**config.mk**
```make
export PLATFORM = sky130hd
export DESIGN_NAME = conf_int_mac_seq_ctrl
export DESIGN_NICKNAME = d
export VERILOG_FILES = /design/src/rtl/conf_int_mac_seq_ctrl_pkg.sv /design/src/rtl/conf_int_mac_seq_ctrl_int_mac_datapath.sv /design/src/rtl/conf_int_mac_seq_ctrl.sv
export SDC_FILE = /design/constraint.sdc
export NUM_CORES = 1
export LEC_CHECK = 0
export CAP_MARGIN = 10
export CELL_PAD_IN_SITES_DETAIL_PLACEMENT = 0
export CELL_PAD_IN_SITES_GLOBAL_PLACEMENT = 2
export CORE_MARGIN = 2
export CORE_UTILIZATION = 31
export DETAILED_ROUTE_END_ITERATION = 6
export GPL_ROUTABILITY_DRIVEN = 1
export GPL_TIMING_DRIVEN = 1
export PLACE_DENSITY = 0.88
export SLEW_MARGIN = 20
export SYNTH_ARGS = -nofsm -noshare
export SYNTH_HDL_FRONTEND = slang
export SYNTH_SLANG_ARGS = --single-unit
```
**constraint.sdc**
```tcl
create_clock -name clk -period 3.9 [get_ports clk]
set_clock_uncertainty 0.1 [all_clocks]
set_input_delay 1.17 -clock clk [delete_from_list [all_inputs] [get_ports clk]]
set_output_delay 1.17 -clock clk [all_outputs]
set_load 0.03 [all_outputs]
```
**src/rtl/conf_int_mac_seq_ctrl_pkg.sv**
```systemverilog
// Shared definitions for the integer MAC sequencer.
// Holds the FSM state encoding, the operand-mask helper and the default widths.
package conf_int_mac_seq_ctrl_pkg;

   localparam int DEF_DATA_PATH_BITWIDTH = 16;
   localparam int DEF_OP_BITWIDTH        = 16;
   localparam int DEF_LEN_BITWIDTH       = 8;
   localparam int MASK_MAX_BITWIDTH      = 64;

   typedef enum logic [1:0] {
      ST_IDLE  = 2'b00,
      ST_ACCUM = 2'b01,
      ST_DONE  = 2'b10
   } state_t;

   // Clears every bit at and above op_bits so reduced-precision studies see truncated operands.
   function automatic logic [MASK_MAX_BITWIDTH-1:0] op_mask(
      input logic [MASK_MAX_BITWIDTH-1:0] x,
      input int                           op_bits
   );
      logic [MASK_MAX_BITWIDTH-1:0] m;
      m = '0;
      for (int i = 0; i < MASK_MAX_BITWIDTH; i++) begin
         if (i < op_bits) m[i] = 1'b1;
      end
      return x & m;
   endfunction

endpackage

```
**src/rtl/conf_int_mac_seq_ctrl_int_mac_datapath.sv**
```systemverilog
// Combinational multiply-accumulate slice: d = mask(a)*mask(b) + c, wrapped to the datapath width.
module int_mac_datapath
   import conf_int_mac_seq_ctrl_pkg::*;
#(
   parameter int DATA_PATH_BITWIDTH = DEF_DATA_PATH_BITWIDTH,
   parameter int OP_BITWIDTH        = DEF_OP_BITWIDTH
) (
   input  logic [DATA_PATH_BITWIDTH-1:0] a,
   input  logic [DATA_PATH_BITWIDTH-1:0] b,
   input  logic [DATA_PATH_BITWIDTH-1:0] c,
   output logic [DATA_PATH_BITWIDTH-1:0] d
);

   logic [DATA_PATH_BITWIDTH-1:0] a_m;
   logic [DATA_PATH_BITWIDTH-1:0] b_m;

   // Only the low bits of the product and sum are kept, so computing at the datapath width is exact.
   always_comb begin
      a_m = DATA_PATH_BITWIDTH'(op_mask(MASK_MAX_BITWIDTH'(a), OP_BITWIDTH));
      b_m = DATA_PATH_BITWIDTH'(op_mask(MASK_MAX_BITWIDTH'(b), OP_BITWIDTH));
      d   = a_m * b_m + c;
   end

endmodule

```
**src/rtl/conf_int_mac_seq_ctrl.sv**
```systemverilog
// Job sequencer: seeds an accumulator, streams LEN operand pairs through one shared MAC,
// then holds the result on a valid/ready output until it is taken.
module conf_int_mac_seq_ctrl
   import conf_int_mac_seq_ctrl_pkg::*;
#(
   parameter int DATA_PATH_BITWIDTH = DEF_DATA_PATH_BITWIDTH,
   parameter int OP_BITWIDTH        = DEF_OP_BITWIDTH,
   parameter int LEN_BITWIDTH       = DEF_LEN_BITWIDTH
) (
   input  logic                          clk,
   input  logic                          rst,
   input  logic                          start,
   input  logic [LEN_BITWIDTH-1:0]       len,
   input  logic [DATA_PATH_BITWIDTH-1:0] init,
   input  logic                          abort,
   output logic                          busy,
   input  logic                          in_valid,
   output logic                          in_ready,
   input  logic [DATA_PATH_BITWIDTH-1:0] in_a,
   input  logic [DATA_PATH_BITWIDTH-1:0] in_b,
   output logic                          out_valid,
   input  logic                          out_ready,
   output logic [DATA_PATH_BITWIDTH-1:0] out_d
);

   state_t                        state;
   state_t                        state_nxt;
   logic [DATA_PATH_BITWIDTH-1:0] acc;
   logic [DATA_PATH_BITWIDTH-1:0] acc_nxt;
   logic [LEN_BITWIDTH-1:0]       cnt;
   logic [LEN_BITWIDTH-1:0]       cnt_nxt;
   logic [DATA_PATH_BITWIDTH-1:0] mac_d;
   logic                          beat;

   int_mac_datapath #(
      .DATA_PATH_BITWIDTH (DATA_PATH_BITWIDTH),
      .OP_BITWIDTH        (OP_BITWIDTH)
   ) u_mac (
      .a (in_a),
      .b (in_b),
      .c (acc),
      .d (mac_d)
   );

   // Handshake outputs depend on state only, so in_ready and out_valid can never overlap.
   assign busy      = (state != ST_IDLE);
   assign in_ready  = (state == ST_ACCUM);
   assign out_valid = (state == ST_DONE);
   assign out_d     = (state == ST_DONE) ? acc : '0;
   assign beat      = in_valid & in_ready;

   always_ff @(posedge clk or negedge rst) begin
      if (!rst) begin
         state <= ST_IDLE;
         acc   <= '0;
         cnt   <= '0;
      end else begin
         state <= state_nxt;
         acc   <= acc_nxt;
         cnt   <= cnt_nxt;
      end
   end

   // Abort outranks any same-cycle beat or result handshake and leaves acc untouched.
   always_comb begin
      state_nxt = state;
      acc_nxt   = acc;
      cnt_nxt   = cnt;
      case (state)
         ST_IDLE: begin
            if (start) begin
               acc_nxt   = init;
               cnt_nxt   = len;
               state_nxt = (len == '0) ? ST_DONE : ST_ACCUM;
            end
         end
         ST_ACCUM: begin
            if (abort) begin
               state_nxt = ST_IDLE;
            end else if (beat) begin
               acc_nxt = mac_d;
               cnt_nxt = cnt - LEN_BITWIDTH'(1);
               if (cnt == LEN_BITWIDTH'(1)) state_nxt = ST_DONE;
            end
         end
         ST_DONE: begin
            if (abort || out_ready) state_nxt = ST_IDLE;
         end
         default: begin
            state_nxt = ST_IDLE;
         end
      endcase
   end

endmodule

```
==> results.cfg, run 1 <==
[logic_synthesis]
synth_top_family_by_area = adder cells
synth_xor_area_frac = 0.06334
syn_area_mm2 = 0.005867
synth_cell_types = 43
ys_seq_area_frac = 0.1109
synth-edff-count = 0
async_flop_share = 1.000
muxShareOfSynthArea = 0
synthSimpleGateAreaFrac = 0.1922
synth_compound_area_frac = 0.07742
synth_fa_ha_area_frac = 0.4359
synth_top_cell_by_area = fa_1
synth_nets = 914
synthCells = 704
yosys-top-cells-area = fa_1 (32%), ha_1 (12%), dfrtp_1 (11%)
yosysWarnings = 0
synth.avg_cell_area_um2 = 8.334
ys_ff_latch = 26
synth_top_area_share = 0.3208
synth-main-ff-cell = dfrtp_1

[timing]
final-hold-violation-count = 0
setup_tns_ns = -16.39
setup_ws_ns = -1.828
setup_viol = 13
rsz0062_at_grt = true
timing.hold.ws_ns = 0.4438
fin_crit_ns = 5.728
drv_slew = 0
relSlewSlack = 0.4600
post-route-period-util = 1.469
max_freq_ghz = 0.1746
tightest_slew_ns = 0.8101

[clock_network]
clock_latency_ns = 0.27
path_clk_slew_ns = 0.07
clockBufferDepth = 2
clock-sinks = 26
cts_root_buf = clkbuf_16
cts_max_level = 1
tritoncts = done
cts_buffers = 3

[worst_hold_path]
holdCritPathClass = reg2reg

[floorplan]
rows = 50
ios = 81
die_x_um = 141.6
start_util = 0.3147
coreArea_mm2 = 0.01864
die_h_um = 141.6
dieArea_mm2 = 0.02004

[placed_design]
finalWeightedCongestion = 0.8244
portBuffers = 80
dp_hpwl_mm = 13.81

[global_routing]
overflow = 0
grt_max_degree = 30
grt_pass1_wl_mm = 27.22
grt.total_usage = 0.1710
grt_antenna_before_repair = 0
grt_pass1_vias = 5174

[routing]
dr.pass1.iters = 4
wl_mm = 16.63
drcViolationCount = 0
viasPerCell = 4.555
postRouteAntennaNets = 0
num_vias = 5011
wl_per_cell_um = 15.12
drtIter0Drc = 213

[finish]
fin_nets = 1077
final_cell_mix = inv_1 (140), nand2_1 (98), fa_1 (84)
drive_gt1_frac = 0.2714
areaGrowthSynthToFinish_pct = 40.82
diodes = 0
layout_commonest_cell = inv_1

[status]
outcome = finished, violations left
violations = negative setup slack

[setup_path]
setup.worst_path.class = in2reg
crit_fanout = 8
crit_arrival_ns = 5.81
required_ns = 3.98
start_kind = input port
end_kind = flip-flop

[job]
maxCapViolCount = 0
## registers in the layout, summed over array words and instances (netlist names)
register  count
acc          16
cnt           8
state         2
## Yosys cell counts (7+ instances only)
cell        n
fa_1       94
inv_1     160
xnor2_1    29
nor2_1     20
and2_1     63
a21oi_1    30
ha_1       54
nand2_1   105
and2_2      7
o21ai_1    10
xor2_1      9
clkbuf_1   20
dfrtp_1    26
## per-stage QoR
| stage | area (µm²) | worst slack [ns] | util | std cells |
|---|---|---|---|---|
| 6_report | 8262 | -1.828 | 0.4432 | 1100 |
| 5_1_grt | 8262 | -2.013 | 0.4432 | 1100 |
| 4_1_cts | 8150 | -1.884 | 0.4372 | 1099 |
| 3_5_place_dp | 7637 | -2.716 | 0.4097 | 1076 |
| 3_3_place_gp | 7637 | -2.707 | 0.4097 | 1076 |
| 2_1_floorplan | 6157 | -1.916 | - | 704 |
## critical path: stages
cell      delay, ns
buf_6          0.11
and2_4         0.16
fa_1           0.54
inv_2          0.04
fa_1           0.51
inv_2          0.04
fa_1           0.54
fa_1           0.44
fa_1           0.56
inv_2          0.05
fa_1           0.51
inv_2          0.05
ha_4           0.26
buf_6          0.10
nand4_1        0.10
o21ai_2        0.18
xor2_2         0.19
nand3_1        0.12
o211ai_1       0.12
## area by class of cell
cell class	instances	area (µm²)
Clock buffer	4	88.84
Fill cell	1843	10380
Inverter	161	604.3
Multi-Input combinational cell	492	4913
Sequential cell	26	650.6
Tap cell	234	292.8
Timing Repair Buffer	183	1712
## worst paths after layout
path / cells after the start / slack [ns] / to / startpoint
hold / removal: 1 / 0.44 / state[0]$_DFFE_PN0P_ / state[1]$_DFFE_PN0P_
hold reg to reg: 1 / 0.44 / state[0]$_DFFE_PN0P_ / state[1]$_DFFE_PN0P_
setup reg to reg: 20 / -0.20 / acc[11]$_DFFE_PN0P_ / acc[3]$_DFFE_PN0P_
max in group asynchronous: 2 / 2.24 / acc[13]$_DFFE_PN0P_ / rst
setup / recovery: 19 / -1.83 / acc[14]$_DFFE_PN0P_ / in_a[8]
min in group asynchronous: 2 / 1.18 / acc[2]$_DFFE_PN0P_ / rst
## what timing repair did
item,in CTS,in global routing
hold buffers,0,0
endpoints found under the setup margin,13,13
resized for setup,199,40
setup buffers,22,3
pin swaps,70,40
## layer usage
layer	global-route usage	part of all wire
met2	0.2785	0.47
met5	0	0
met1	0.2567	0.48
met3	0.01249	0.037
met4	0.02158	0.011
## cells by family (layout without fill, tap and decap cells)
group / count (synthesis) / count (layout)
compound gates: 75 / 75
xor+xnor: 40 / 40
fa+ha+maj: 148 / 148
buf+inv: 186 / 348
flops: 26 / 26
simple gates: 229 / 229
Power of run 1 is not shown: default switching activity piles up to over one toggle a cycle in this logic, so the estimate is an artifact.
==> run 2: changes to the inputs <==
--- a/config.mk
+++ b/config.mk
@@ -14,6 +14,7 @@
 export GPL_ROUTABILITY_DRIVEN = 1
 export GPL_TIMING_DRIVEN = 1
 export PLACE_DENSITY = 0.88
+export SETUP_SLACK_MARGIN = 0.5
 export SLEW_MARGIN = 20
 export SYNTH_ARGS = -nofsm -noshare
 export SYNTH_HDL_FRONTEND = slang
==> run 2 against run 1 <==
The run still ends with negative setup slack left. Flip-flop and latch count stayed put. Fmax up 0.75%. Worst hold slack got worse by 0.015 ns. Worst setup slack gained 0.042 ns. First-iteration DRC count is 11% lower. Largest cell class unchanged.
==> results.cfg, run 2 (synthesis results as in run 1) <==
[status]
outcome = finished, violations left
violations = negative setup slack

[setup_path]
slowest_stage = fa_1
start_kind = input port
r2r_end = acc[14]$_DFFE_PN0P_
crit_chain = clkdlybuf4s50_1 -> nand2_1 -> fa_2 -> fa_1 -> inv_1 -> fa_1 -> fa_1 -> inv_2 -> fa_1 -> fa_2 -> xnor2_2 -> xnor2_1 -> xnor2_1 -> xnor2_1 -> xnor3_1 -> xnor2_1 -> nor2_1 -> o21ai_1
r2r.worst_path.cells = 17
crit_family = adder cells
cpPeakStageDelay_ns = 0.56
end_kind = flip-flop
r2r_slack_ns = -0.17
required_ns = 3.95
cp_num_buf_inv = 3
r2r_start = acc[4]$_DFFE_PN0P_
setup.worst_path.class = in2reg
crit_fanout = 2
crit_start = in_b[12]
crit_arrival_ns = 5.74

[timing]
final-hold-violation-count = 0
tightest_slew_ns = 0.8525
post-route-period-util = 1.458
rsz0062_at_grt = true
timing.hold.ws_ns = 0.4284
drv_slew = 0
setup_viol = 13
setup_tns_ns = -16.28
setup_ws_ns = -1.785
max_freq_ghz = 0.1759
relSlewSlack = 0.4317
fin_crit_ns = 5.685

[routing]
drcViolationCount = 0
drtIter0Drc = 190
wl_per_cell_um = 14.97
num_vias = 4979
viasPerCell = 4.502
dr.pass1.iters = 4
wl_mm = 16.56
postRouteAntennaNets = 0

[worst_hold_path]
holdCritPathClass = reg2reg
hold-path-endpoint = cnt[5]$_DFFE_PN0P_
min_delay_path_depth = 2
hp-start = cnt[5]$_DFFE_PN0P_

[floorplan]
die_x_um = 141.6
die_h_um = 141.6
ios = 81
start_util = 0.3147
dieArea_mm2 = 0.02004
coreArea_mm2 = 0.01864
rows = 50

[finish]
final_cells = 1106
drive_gt1_frac = 0.2672
layout_commonest_cell = inv_1
top_regs = acc x16, cnt x8, state x2
largest_register_ffs = 16
final.fill_count = 1866
final_cell_mix = inv_1 (141), nand2_1 (100), fa_1 (85)
diodes = 0
areaGrowthSynthToFinish_pct = 41.99
regMostFlops = acc
final_core_util = 0.4468
final_cell_area_mm2 = 0.008330
fin_nets = 1083

[clock_network]
clockBufferDepth = 2
path_clk_slew_ns = 0.07
clock-sinks = 26
clock_latency_ns = 0.27
cts_root_buf = clkbuf_16
cts_max_level = 1
cts_buffers = 3
cts_hold_buf = 0
tritoncts = done

[pwr]
leakagePower_nw = 4.026
power_mw = 8.987
peakVddDrop_uv = 704.9
power.density_mw_per_mm2 = 1079

[global_routing]
grt_max_degree = 30
grt.total_usage = 0.1706
grt_pass1_wl_mm = 27.08
grt_pass1_vias = 5254
grt_antenna_before_repair = 0
overflow = 0

[placed_design]
finalWeightedCongestion = 0.8416
dp_slack_ns = -2.690
dp_hpwl_mm = 13.76
dp_cells = 1078
portBuffers = 80
placed_cell_area_mm2 = 0.007680

[job]
maxCapViolCount = 0
run 2: cell count changes in the layout (fill, tap and decap cells not counted), sizes merged:
| cell | delta |
|---|---|
| clkdlybuf4s15 | -1 |
| bufinv | +1 |
| dlygate4sd2 | +3 |
| clkbuf | -2 |
| bufbuf | +1 |
| buf | +5 |
| clkdlybuf4s50 | -1 |
run 2: report_power, final:
group,switching (mW),leakage (nW),internal (mW),total (mW)
Sequential,0.0975,0.301,0.393,0.490
Clock,0.112,0.0511,0.205,0.317
Combinational,3.88,3.67,4.30,8.18
run 2: layer usage:
layer | part of all wire | vias to the layer above | track usage
met5 | 0 | - | 0
met4 | 0.0060 | 0 | 0.01421
met3 | 0.028 | 7 | 0.01417
met2 | 0.49 | 70 | 0.2913
met1 | 0.48 | 2445 | 0.2466
li1 | - | 2457 | -
run 2: final cells by class:
class,instances,area [µm²],share of cell area
clock buffers,3,75.07,0.009012
clock inverters,1,30.03,0.003605
inverters,161,604.3,0.07254
multi-input cells,492,4912,0.5897
flip-flops and latches,26,650.6,0.07810
well taps,234,292.8,0.03515
repair buffers,189,1765,0.2119
run 2: how the worst max path moves through the flow:
stage	to	slack, ns	depth (start not counted)
6_report	acc[15]$_DFFE_PN0P_	-1.79	18
5_1_grt	acc[14]$_DFFE_PN0P_	-1.99	20
4_1_cts	acc[15]$_DFFE_PN0P_	-1.86	19
3_5_place_dp	acc[15]$_DFFE_PN0P_	-2.69	19
3_3_place_gp	acc[15]$_DFFE_PN0P_	-2.63	19
2_1_floorplan	acc[15]$_DFFE_PN0P_	-1.92	20
run 2: worst register-to-register path: stages, from the launching register on:
cell and delay, ns:
dfrtp_1 0.36, inv_1 0.08, fa_1 0.53, inv_1 0.04, ha_1 0.28, ha_1 0.29
inv_2 0.04, fa_1 0.55, inv_1 0.06, ha_1 0.28, a21o_1 0.21, a21oi_4 0.20
o21bai_4 0.10, o41ai_4 0.33, o21ai_1 0.15, xor2_1 0.18, nand3_1 0.09, o211ai_1 0.08
run 2: repair_timing:
| item | CTS | global route |
|---|---|---|
| resized for setup | 182 | 45 |
| pin swaps | 57 | 42 |
| setup endpoints to repair | 25 | 24 |
| gates cloned | 1 | 0 |
| setup buffers | 16 | 7 |
(Power assumes the default switching activity.)
==> run 3: changes to the inputs <==
--- a/config.mk
+++ b/config.mk
@@ -13,7 +13,7 @@
 export DETAILED_ROUTE_END_ITERATION = 6
 export GPL_ROUTABILITY_DRIVEN = 1
 export GPL_TIMING_DRIVEN = 1
-export PLACE_DENSITY = 0.88
+export PLACE_DENSITY = 0.85
 export SETUP_SLACK_MARGIN = 0.5
 export SLEW_MARGIN = 20
 export SYNTH_ARGS = -nofsm -noshare
==> run 3 against run 2 <==
The flow still finishes with violations (negative setup slack). Die area stayed put. Register-to-register slack got worse by 0.06 ns. Critical path depth grew 2. Fmax shrank 1.8%. Non-clock buffer count unchanged. Clock-buffer cell count did not move. Sequential share of layout area rose by 0.071 points. First-iteration DRC count is 17% lower. Largest cell class unchanged. Highest routed layer unchanged.
==> results.cfg, run 3 (synthesis results as in run 1) <==
[floorplan]
coreArea_mm2 = 0.01864
start_util = 0.3147
dieArea_mm2 = 0.02004
die_h_um = 141.6
die_x_um = 141.6
rows = 50
ios = 81

[worst_hold_path]
hold-path-endpoint = cnt[5]$_DFFE_PN0P_
holdCritPathClass = reg2reg
hp-start = cnt[5]$_DFFE_PN0P_
min_delay_path_depth = 2

[setup_path]
r2r_slack_ns = -0.23
r2r_end = acc[14]$_DFFE_PN0P_
setup.worst_path.class = in2reg
crit_fanout = 5
end_kind = flip-flop
required_ns = 3.99
start_kind = input port
r2r.worst_path.cells = 17
r2r_start = acc[8]$_DFFE_PN0P_
crit_arrival_ns = 5.88

[timing]
rsz0062_at_grt = true
fin_crit_ns = 5.788
setup_viol = 13
timing.hold.ws_ns = 0.4234
setup_ws_ns = -1.888
final-hold-violation-count = 0
tightest_slew_ns = 0.7833
relSlewSlack = 0.4778
max_freq_ghz = 0.1728
post-route-period-util = 1.484
drv_slew = 0

[global_routing]
grt.total_usage = 0.1695
use_met1 = 0.2451
grt_max_degree = 30
grtUsageMet2 = 0.2877
grt_busiest_layer = met2
use_met3 = 0.01586
grt_pass1_vias = 5257
grt_pass1_wl_mm = 27.14
grt_antenna_before_repair = 0
overflow = 0

[finish]
final_cell_mix = inv_1 (143), nand2_1 (101), buf_4 (90)
fin_nets = 1083
areaGrowthSynthToFinish_pct = 40.71
regMostFlops = acc
diodes = 0
layout_commonest_cell = inv_1
regArea_um2 = 650.6
top_regs = acc x16, cnt x8, state x2
drive_gt1_frac = 0.2683
multiInputGateArea_mm2 = 0.004892
final.fill_count = 1862
largest_register_ffs = 16

[placed_design]
portBuffers = 80
dp_slack_ns = -2.846
finalWeightedCongestion = 0.8811
dp_hpwl_mm = 13.82

[routing]
num_vias = 5006
drcViolationCount = 0
viasPerCell = 4.526
drtIter0Drc = 157
wl_mm = 16.29
dr.pass1.iters = 4
wl_per_cell_um = 14.73
postRouteAntennaNets = 0

[status]
outcome = finished, violations left
violations = negative setup slack

[clock_network]
clockBufferDepth = 2
cts_root_buf = clkbuf_16
clock-sinks = 26
clock_latency_ns = 0.27
tritoncts = done
path_clk_slew_ns = 0.07
cts_hold_buf = 0
cts_max_level = 1
cts_buffers = 3

[job]
maxCapViolCount = 0
==> run 3: routing by layer <==
layer	wire, µm	share of wire
met5	0	0
met1	7620	0.47
met4	69	0.0042
met3	602	0.037
met2	8000	0.49
==> run 3: final cells by class <==
class                           instances  share of cell area
Clock buffer                            3            0.009094
Clock inverter                          1            0.003637
Inverter                              161             0.07320
Multi-Input combinational cell        492              0.5926
Sequential cell                        26             0.07881
Tap cell                              234             0.03547
Timing Repair Buffer                  189              0.2072
==> run 3: worst max path at each step <==
stage	slack [ns]	startpoint	cells after the start	endpoint
global placement	-2.77	in_b[1]	20	acc[14]$_DFFE_PN0P_
global route	-2.03	in_a[11]	19	acc[15]$_DFFE_PN0P_
floorplan	-1.92	in_b[4]	20	acc[15]$_DFFE_PN0P_
CTS	-2.03	in_b[1]	20	acc[14]$_DFFE_PN0P_
detailed placement	-2.85	in_b[1]	20	acc[14]$_DFFE_PN0P_
finish	-1.89	in_a[5]	20	acc[14]$_DFFE_PN0P_
==> run 3: worst max-delay path, cell delays in order <==
cell	delay (ns)
buf_8	0.11
and2_4	0.15
fa_1	0.54
inv_2	0.04
fa_1	0.56
fa_1	0.44
fa_1	0.51
inv_2	0.04
fa_1	0.49
inv_2	0.04
fa_1	0.50
inv_2	0.05
ha_4	0.21
a21o_1	0.16
a21o_1	0.20
a21oi_2	0.15
o21ai_2	0.09
xor2_2	0.20
nand3_1	0.11
o211ai_1	0.11
==> run 3: timing repair <==
item / in CTS / in global routing
buffers inserted: 15 / 3
hold endpoints to repair: 0 / 0
pin swaps: 71 / 68
resized for setup: 146 / 61
endpoints found under the setup margin: 14 / 15
==> run 3: per-stage QoR <==
step	cells	util	instance area, µm²	TNS (ns)
after floorplan	704	-	6183	-15.31
after global routing	1106	0.4428	8255	-19.22
final	1106	0.4428	8255	-17.24
after CTS	1103	0.4325	8063	-18.03
after detailed placement	1084	0.4144	7725	-28.98
after global placement	1084	0.4144	7725	-28.51
Power of run 3 is left out for the same reason.
